## src/rtl/rv_brick_ctl.sv

```systemverilog
// Issue-side brick stall controller: loads a block count on an issued brick, stalls issue until it drains or the owning thread flushes.
// Optional: define RV_BRICK_PERF_EN to add the 16-bit saturating brick_perf_cnt output.
module rv_brick_ctl #(
    parameter int THREADS = 2
) (
    input  logic               clk,
    input  logic               rst_n,
    input  logic               iss_v,
    input  logic [0:THREADS-1] iss_tid,
    input  logic               iss_is_brick,
    input  logic [2:0]         iss_brick_cycles,
    input  logic [0:THREADS-1] cp_flush,
    input  logic               err_clr,
    output logic               brick_block,
    output logic [0:THREADS-1] brick_tid,
    output logic [3:0]         brick_cnt,
    output logic               brick_err
`ifdef RV_BRICK_PERF_EN
    ,
    output logic [15:0]        brick_perf_cnt
`endif
);

    logic [3:0]         r_cnt;
    logic [3:0]         w_cnt_nxt;
    logic [0:THREADS-1] r_own;
    logic [0:THREADS-1] w_own_nxt;
    logic               r_block;
    logic               r_err;
    logic               w_err_nxt;
    logic               w_iss_eff;
    logic               w_own_flush;
    logic               w_active;

    assign w_iss_eff   = iss_v & ~(|(iss_tid & cp_flush));
    assign w_own_flush = |(r_own & cp_flush);
    assign w_active    = (r_cnt != 4'd0);

    // An active brick ignores every issue; only an owner flush or the count draining frees it.
    always_comb begin
        w_cnt_nxt = r_cnt;
        w_own_nxt = r_own;
        if (w_active) begin
            if (w_own_flush) begin
                w_cnt_nxt = 4'd0;
                w_own_nxt = '0;
            end else begin
                w_cnt_nxt = r_cnt - 4'd1;
                if (r_cnt == 4'd1) begin
                    w_own_nxt = '0;
                end
            end
        end else if (w_iss_eff && iss_is_brick) begin
            w_cnt_nxt = {1'b0, iss_brick_cycles} + 4'd1;
            w_own_nxt = iss_tid;
        end
    end

    always_comb begin
        w_err_nxt = r_err;
        if (iss_v && r_block) begin
            w_err_nxt = 1'b1;
        end else if (err_clr) begin
            w_err_nxt = 1'b0;
        end
    end

    // Block is kept as its own flop so the stall output has no decode after the counter.
    always_ff @(posedge clk or negedge rst_n) begin
        if (!rst_n) begin
            r_cnt   <= 4'd0;
            r_own   <= '0;
            r_block <= 1'b0;
            r_err   <= 1'b0;
        end else begin
            r_cnt   <= w_cnt_nxt;
            r_own   <= w_own_nxt;
            r_block <= (w_cnt_nxt != 4'd0);
            r_err   <= w_err_nxt;
        end
    end

    assign brick_block = r_block;
    assign brick_tid   = r_own;
    assign brick_cnt   = r_cnt;
    assign brick_err   = r_err;

`ifdef RV_BRICK_PERF_EN
    logic [15:0] r_perf;

    always_ff @(posedge clk or negedge rst_n) begin
        if (!rst_n) begin
            r_perf <= 16'd0;
        end else if (err_clr) begin
            r_perf <= 16'd0;
        end else if (r_block && (r_perf != 16'hFFFF)) begin
            r_perf <= r_perf + 16'd1;
        end
    end

    assign brick_perf_cnt = r_perf;
`endif

endmodule

```

## config.mk

```make
export PLATFORM = sky130hd
export DESIGN_NAME = rv_brick_ctl
export DESIGN_NICKNAME = d
export VERILOG_FILES = /design/src/rtl/rv_brick_ctl.sv
export SDC_FILE = /design/constraint.sdc
export NUM_CORES = 1
export LEC_CHECK = 0
export ABC_AREA = 0
export CORE_MARGIN = 10
export CORE_UTILIZATION = 37
export DETAILED_ROUTE_END_ITERATION = 7
export PLACE_DENSITY = 0.72
export RECOVER_POWER = 50
export SYNTH_ARGS = -nofsm -noshare
export SYNTH_HDL_FRONTEND = slang
export SYNTH_SLANG_ARGS = --single-unit
```

## constraint.sdc

```tcl
create_clock -name clk -period 1.8 [get_ports clk]
set_input_delay 0.36 -clock clk [delete_from_list [all_inputs] [get_ports clk]]
set_output_delay 0.36 -clock clk [all_outputs]
set_load 0.02 [all_outputs]
```

* After elaboration in Yosys (flattened, before gate mapping)
Cells that the tools add are included.
** Operators by class
- Equal/unequal tests :: 2
- Bitwise gates (word level) :: 4
- Multiplexer cells :: 9
- Reduce and logical (&&, ||, !) cells :: 9
- Add/subtract/negate cells :: 2
** Operators by type and width (count)
- 4-bit 2-to-1 mux :: 3
- 2-bit 2-to-1 mux :: 4
- 4-bit nonzero test :: 2
- 3-bit by 1-bit adder with 4-bit output, second input constant :: 1
- 2-bit bitwise AND :: 2
- 4-bit by 1-bit == test with 1-bit output, second input constant :: 1
- 2-bit nonzero test :: 2
- 2-bit OR reduction :: 2
- 4-bit by 1-bit subtractor with 4-bit output, second input constant :: 1
- 3-bit by 2-bit inequality test with 1-bit output, second input constant :: 1
- 1-bit logical AND :: 2
- 1-bit 2-to-1 mux :: 2
- 2-bit AND reduction :: 1
- 1-bit bitwise AND :: 1
- 1-bit inverter :: 1
** Word-level totals
- Output and inout port bits :: 8
- Register bits after elaboration :: 8
- Input port bits :: 12
- Word-level logic and storage cells :: 30

* Longest topological paths before layout
- Word-level depth :: 8
- Mapped depth :: 6
- Depth with buffers taken out :: 6

* Worst setup path after synthesis
No wires, ideal clock.
- Kind :: register to register
- From :: register r_cnt[0] (netlist: brick_cnt[0])
- To :: register r_block (netlist: brick_block)
- Path buffers :: 0
- Required time :: 1.662 ns
- Slack :: -0.160 ns
- Stages on the path, launching flop included :: 7
- Data arrival time :: 1.822 ns
- Period minus slack after synthesis :: 1.960 ns
- Library setup time :: 0.138 ns
- Cell sequence :: dfrtp_1 > inv_1 > ha_1 > nor3b_4 > a221o_4 > o32ai_2 > or4_1
** On the way
- Word-level cells in the longest chain between the ends :: 4
- Elaborated cells on any way between the ends :: 6
- Those cells by class :: add/sub: 1; mux: 3; reduce/logical: 2
** RTL lines
- from (decl) :: line 24 : logic [3:0] r_cnt;
- from (signal assigned) :: line 76 : r_cnt <= w_cnt_nxt;
- 4-bit by 1-bit subtractor with 4-bit output :: line 48 : w_cnt_nxt = r_cnt - 4'd1;
- 4-bit 2-to-1 mux :: line 44 : if (w_own_flush) begin
- 4-bit 2-to-1 mux * :: line 43 : if (w_active) begin
- via w_cnt_nxt[2] :: line 25 : logic [3:0] w_cnt_nxt;
- 4-bit nonzero test * :: line 78 : r_block <= (w_cnt_nxt != 4'd0);
- to (signal assigned) :: line 78
- to (decl) :: line 28 : logic r_block;
The timed path passes the listed nets; every way through them passes the cells marked *.
A chain may end at the register's enable or synchronous reset.

* Worst setup path after layout
- From :: input port iss_brick_cycles[0]
- To :: register r_block (netlist: brick_block)
** On the way
- Word-level cells in the longest chain between the ends :: 4
** RTL lines
- from (decl) :: line 11 : input logic [2:0] iss_brick_cycles,
- 3-bit by 1-bit adder with 4-bit output :: line 54 : w_cnt_nxt = {1'b0, iss_brick_cycles} + 4'd1;
- 4-bit 2-to-1 mux :: line 53 : end else if (w_iss_eff && iss_is_brick) begin
- 4-bit 2-to-1 mux :: line 43
- 4-bit nonzero test :: line 78
No other way between the ends.

==> key figures <==
Clock network
  • CTS tree: yes
  • H-tree depth: 1
  • Clock latency on the worst-skew pair: 250 ps
  • Hold Buf Count CTS: 0
  • Root Buffer: clkbuf_4
  • Max Root-Sink Buffers: 2
  • Clock sink count: 8
  • Num CTS Buffers: 3
  • Clock Pin Slew Worst Setup and Hold Paths: 50 ps

Status
  • Status: finished with violations
  • Failing checks: setup timing

Global routing
  • Initial antenna violation count: 0
  • Global-route wire length before repair: 2500 microns
  • Grt total ovfl: 0
  • Largest net degree at the start of global routing: 9
  • Total track usage: 0.0925
  • Vias in the first global route: 534

Drt
  • DR pass1 iterations: 4
  • Routed len/inst: 15.4 microns
  • M1 WL: 661 microns
  • Detail Route met2 WL: 685 microns
  • DRC: 0
  • Via/cell ratio: 5.47
  • Post-route ant nets: 0
  • Detail Route met3 WL: 147 microns
  • Total Wirelength: 1510 microns
  • Initial DRC Count: 22
  • Routed vias: 536
  • Max layer used: met4

STA
  • Highest clock rate: 0.544 GHz
  • Final worst-path cycle share: 1.02
  • Min cycle time layout: 1840 ps
  • Final worst slack: -39.7 ps
  • Endpoints failing setup: 1
  • Layout Skew: 2.35 ps
  • RSZ-0062 raised after global routing: true
  • Fin Setup TNS: -39.7 ps
  • Final hold violation count: 0
  • Worst slew pin tran: 350 ps
  • Max Slew Vio Count: 0
  • Slew headroom: 0.766

Finish
  • Most frequent cells in the layout: clkdlybuf4s50_1 (16), buf_4 (12), dfrtp_1 (6)
  • Most common cell after layout, fill and taps aside: clkdlybuf4s50_1
  • Area grow syn2layout: 65.0%
  • Number of fill cells: 109
  • Nets@finish: 99
  • Final instance area: 855 sq um
  • Ratio of cells with drive above 1 in the final layout: 0.289
  • ANT cells: 0

Logic synthesis
  • Synth warn: 0
  • Synth Area per Inst: 10.8 sq um
  • Netlist cell types: 25
  • Post-Synthesis Net Count: 63
  • Mapped Area: 518 sq um
  • Adder-cell share of the synthesized area: 0.0725
  • Cells after Synth: 48
  • Mux cell area share after synthesis: 0.0580
  • Largest family of logic cells by synthesized area: compound AO/OA/AOI/OAI gates
  • Simple-gate area share of the yosys netlist: 0.138
  • Synth Area in Compound Gates: 0.258
  • FF+latch count, synth: 8
  • Xor/xnor share of the synthesized area: 0.0507
  • Part of the Yosys area used for sequential elements: 0.386

Placed design
  • Post-DP Area: 810 sq um
  • Hpwl dp: 1210 microns
  • GPL Wtd Cong: 0.881
  • Port Buffers: 19

Critical path
  • Worst Setup End Kind: flip-flop
  • CP Class: primary input to flip-flop
  • Setup slack, reg-to-reg: 20 ps
  • Critical path required time: 1920 ps
  • Worst-path fanout max: 2
  • Crit path DAT: 1960 ps
  • Crit path launch type: primary input

Pwr
  • VDD IR max: 0.00101 V
  • Leak: 0.352 nW
  • Total power divided by cell area: 1740 mW/mm^2

Job
  • Max-cap violations: 0

Floorplan
  • Die Height: 57.4 microns
  • FP Rows: 13
  • Core area: 0.00132 sq mm
  • Initial Util: 0.393
  • I/O pin count: 20
  • Die area: 0.00330 sq mm
  • Die extent in x: 57.4 microns

Worst hold path
  • Hold WC Path Type: primary input to asynchronous set/reset pin
synth_stat cells:
library cell,number,area share
a21oi_1,1,0.0097
o22ai_2,1,0.024
a221o_4,1,0.041
nand3_1,2,0.019
or4_1,1,0.014
o2bb2ai_1,1,0.017
nand2_1,3,0.022
dfrtp_1,8,0.39
a222oi_1,1,0.019
a221oi_1,1,0.017
nor3b_4,1,0.036
inv_1,5,0.036
nand4b_1,1,0.017
a22o_1,1,0.017
a31oi_1,1,0.012
xnor2_1,3,0.051
ha_1,3,0.072
nand4_1,1,0.012
o32ai_2,1,0.031
a221o_1,1,0.019
nor2_1,1,0.0072
nor3_1,1,0.0097
o22ai_1,1,0.012
o21ai_0,4,0.039
mux2i_1,3,0.058
final timing paths:
check	start	to	cells past startpoint
worst max-delay path	iss_brick_cycles[0]	brick_block$_DFF_PN0_	6
worst min register to register	brick_block$_DFF_PN0_	brick_err$_DFFE_PN0P_	2
max in group asynchronous	rst_n	brick_cnt[0]$_DFF_PN0_	1
worst min-delay path	rst_n	brick_cnt[2]$_DFF_PN0_	1
min in group clk	brick_block$_DFF_PN0_	brick_err$_DFFE_PN0P_	2
worst max register to register	brick_cnt[0]$_DFF_PN0_	brick_block$_DFF_PN0_	6
kinds of logic after synthesis:
| group | Yosys count |
|---|---|
| fa+ha+maj | 3 |
| mux | 3 |
| flops | 8 |
| buf+inv | 5 |
| simple gates | 11 |
| compound gates | 15 |
| xor+xnor | 3 |
layer usage:
metal  up-vias  global-route usage
met1       254               0.108
met5         -                   0
li1        256                   -
met2        24               0.138
met4         0              0.0403
met3         2              0.0465
through the flow:
step / utilization / total power, W / worst slack, ps / hold slack [ps] / cells
floorplan: - / 0.000888 / -20.1 / 64.4 / 48
global placement: 0.614 / 0.00131 / -256 / 515 / 91
detailed placement: 0.614 / 0.00132 / -286 / 505 / 91
CTS: 0.640 / 0.00149 / 1.48 / 384 / 96
global route: 0.649 / 0.00160 / -55.4 / 452 / 98
finish: 0.649 / 0.00149 / -39.7 / 448 / 98
report_power, final:
| part | internal [W] | switching, W |
|---|---|---|
| registers | 0.000268 | 0.0000898 |
| clock network | 0.0000847 | 0.0000603 |
| logic | 0.000536 | 0.000452 |
critical path, cell delays in order:
cell and delay (ps):
clkdlybuf4s50_1 430, ha_1 310, nand4b_1 180, o21ai_1 150, a31oi_1 50, or4_1 470
timing repair:
item                                    4_1_cts  5_1_grt
hold endpoints to repair                      0        0
buffers inserted                              1        2
pin swaps                                     1        2
endpoints found under the setup margin        1        2
gates resized for setup                       1        2
gates cloned                                  0        0
registers in the layout (all words and copies together) (netlist names):
| register | flops |
|---|---|
| brick_cnt | 4 |
| brick_tid | 2 |
| brick_block | 1 |
| brick_err | 1 |
cell type report:
cell class,instances,area (sq um),area share
Multi-Input combinational cell,35,312,0.365
Timing Repair Buffer,31,274,0.321
Sequential cell,8,203,0.237
Clock buffer,4,26.3,0.0307
Inverter,5,21.3,0.0249
Tap cell,15,18.8,0.0220
(Power assumes the default switching activity.)
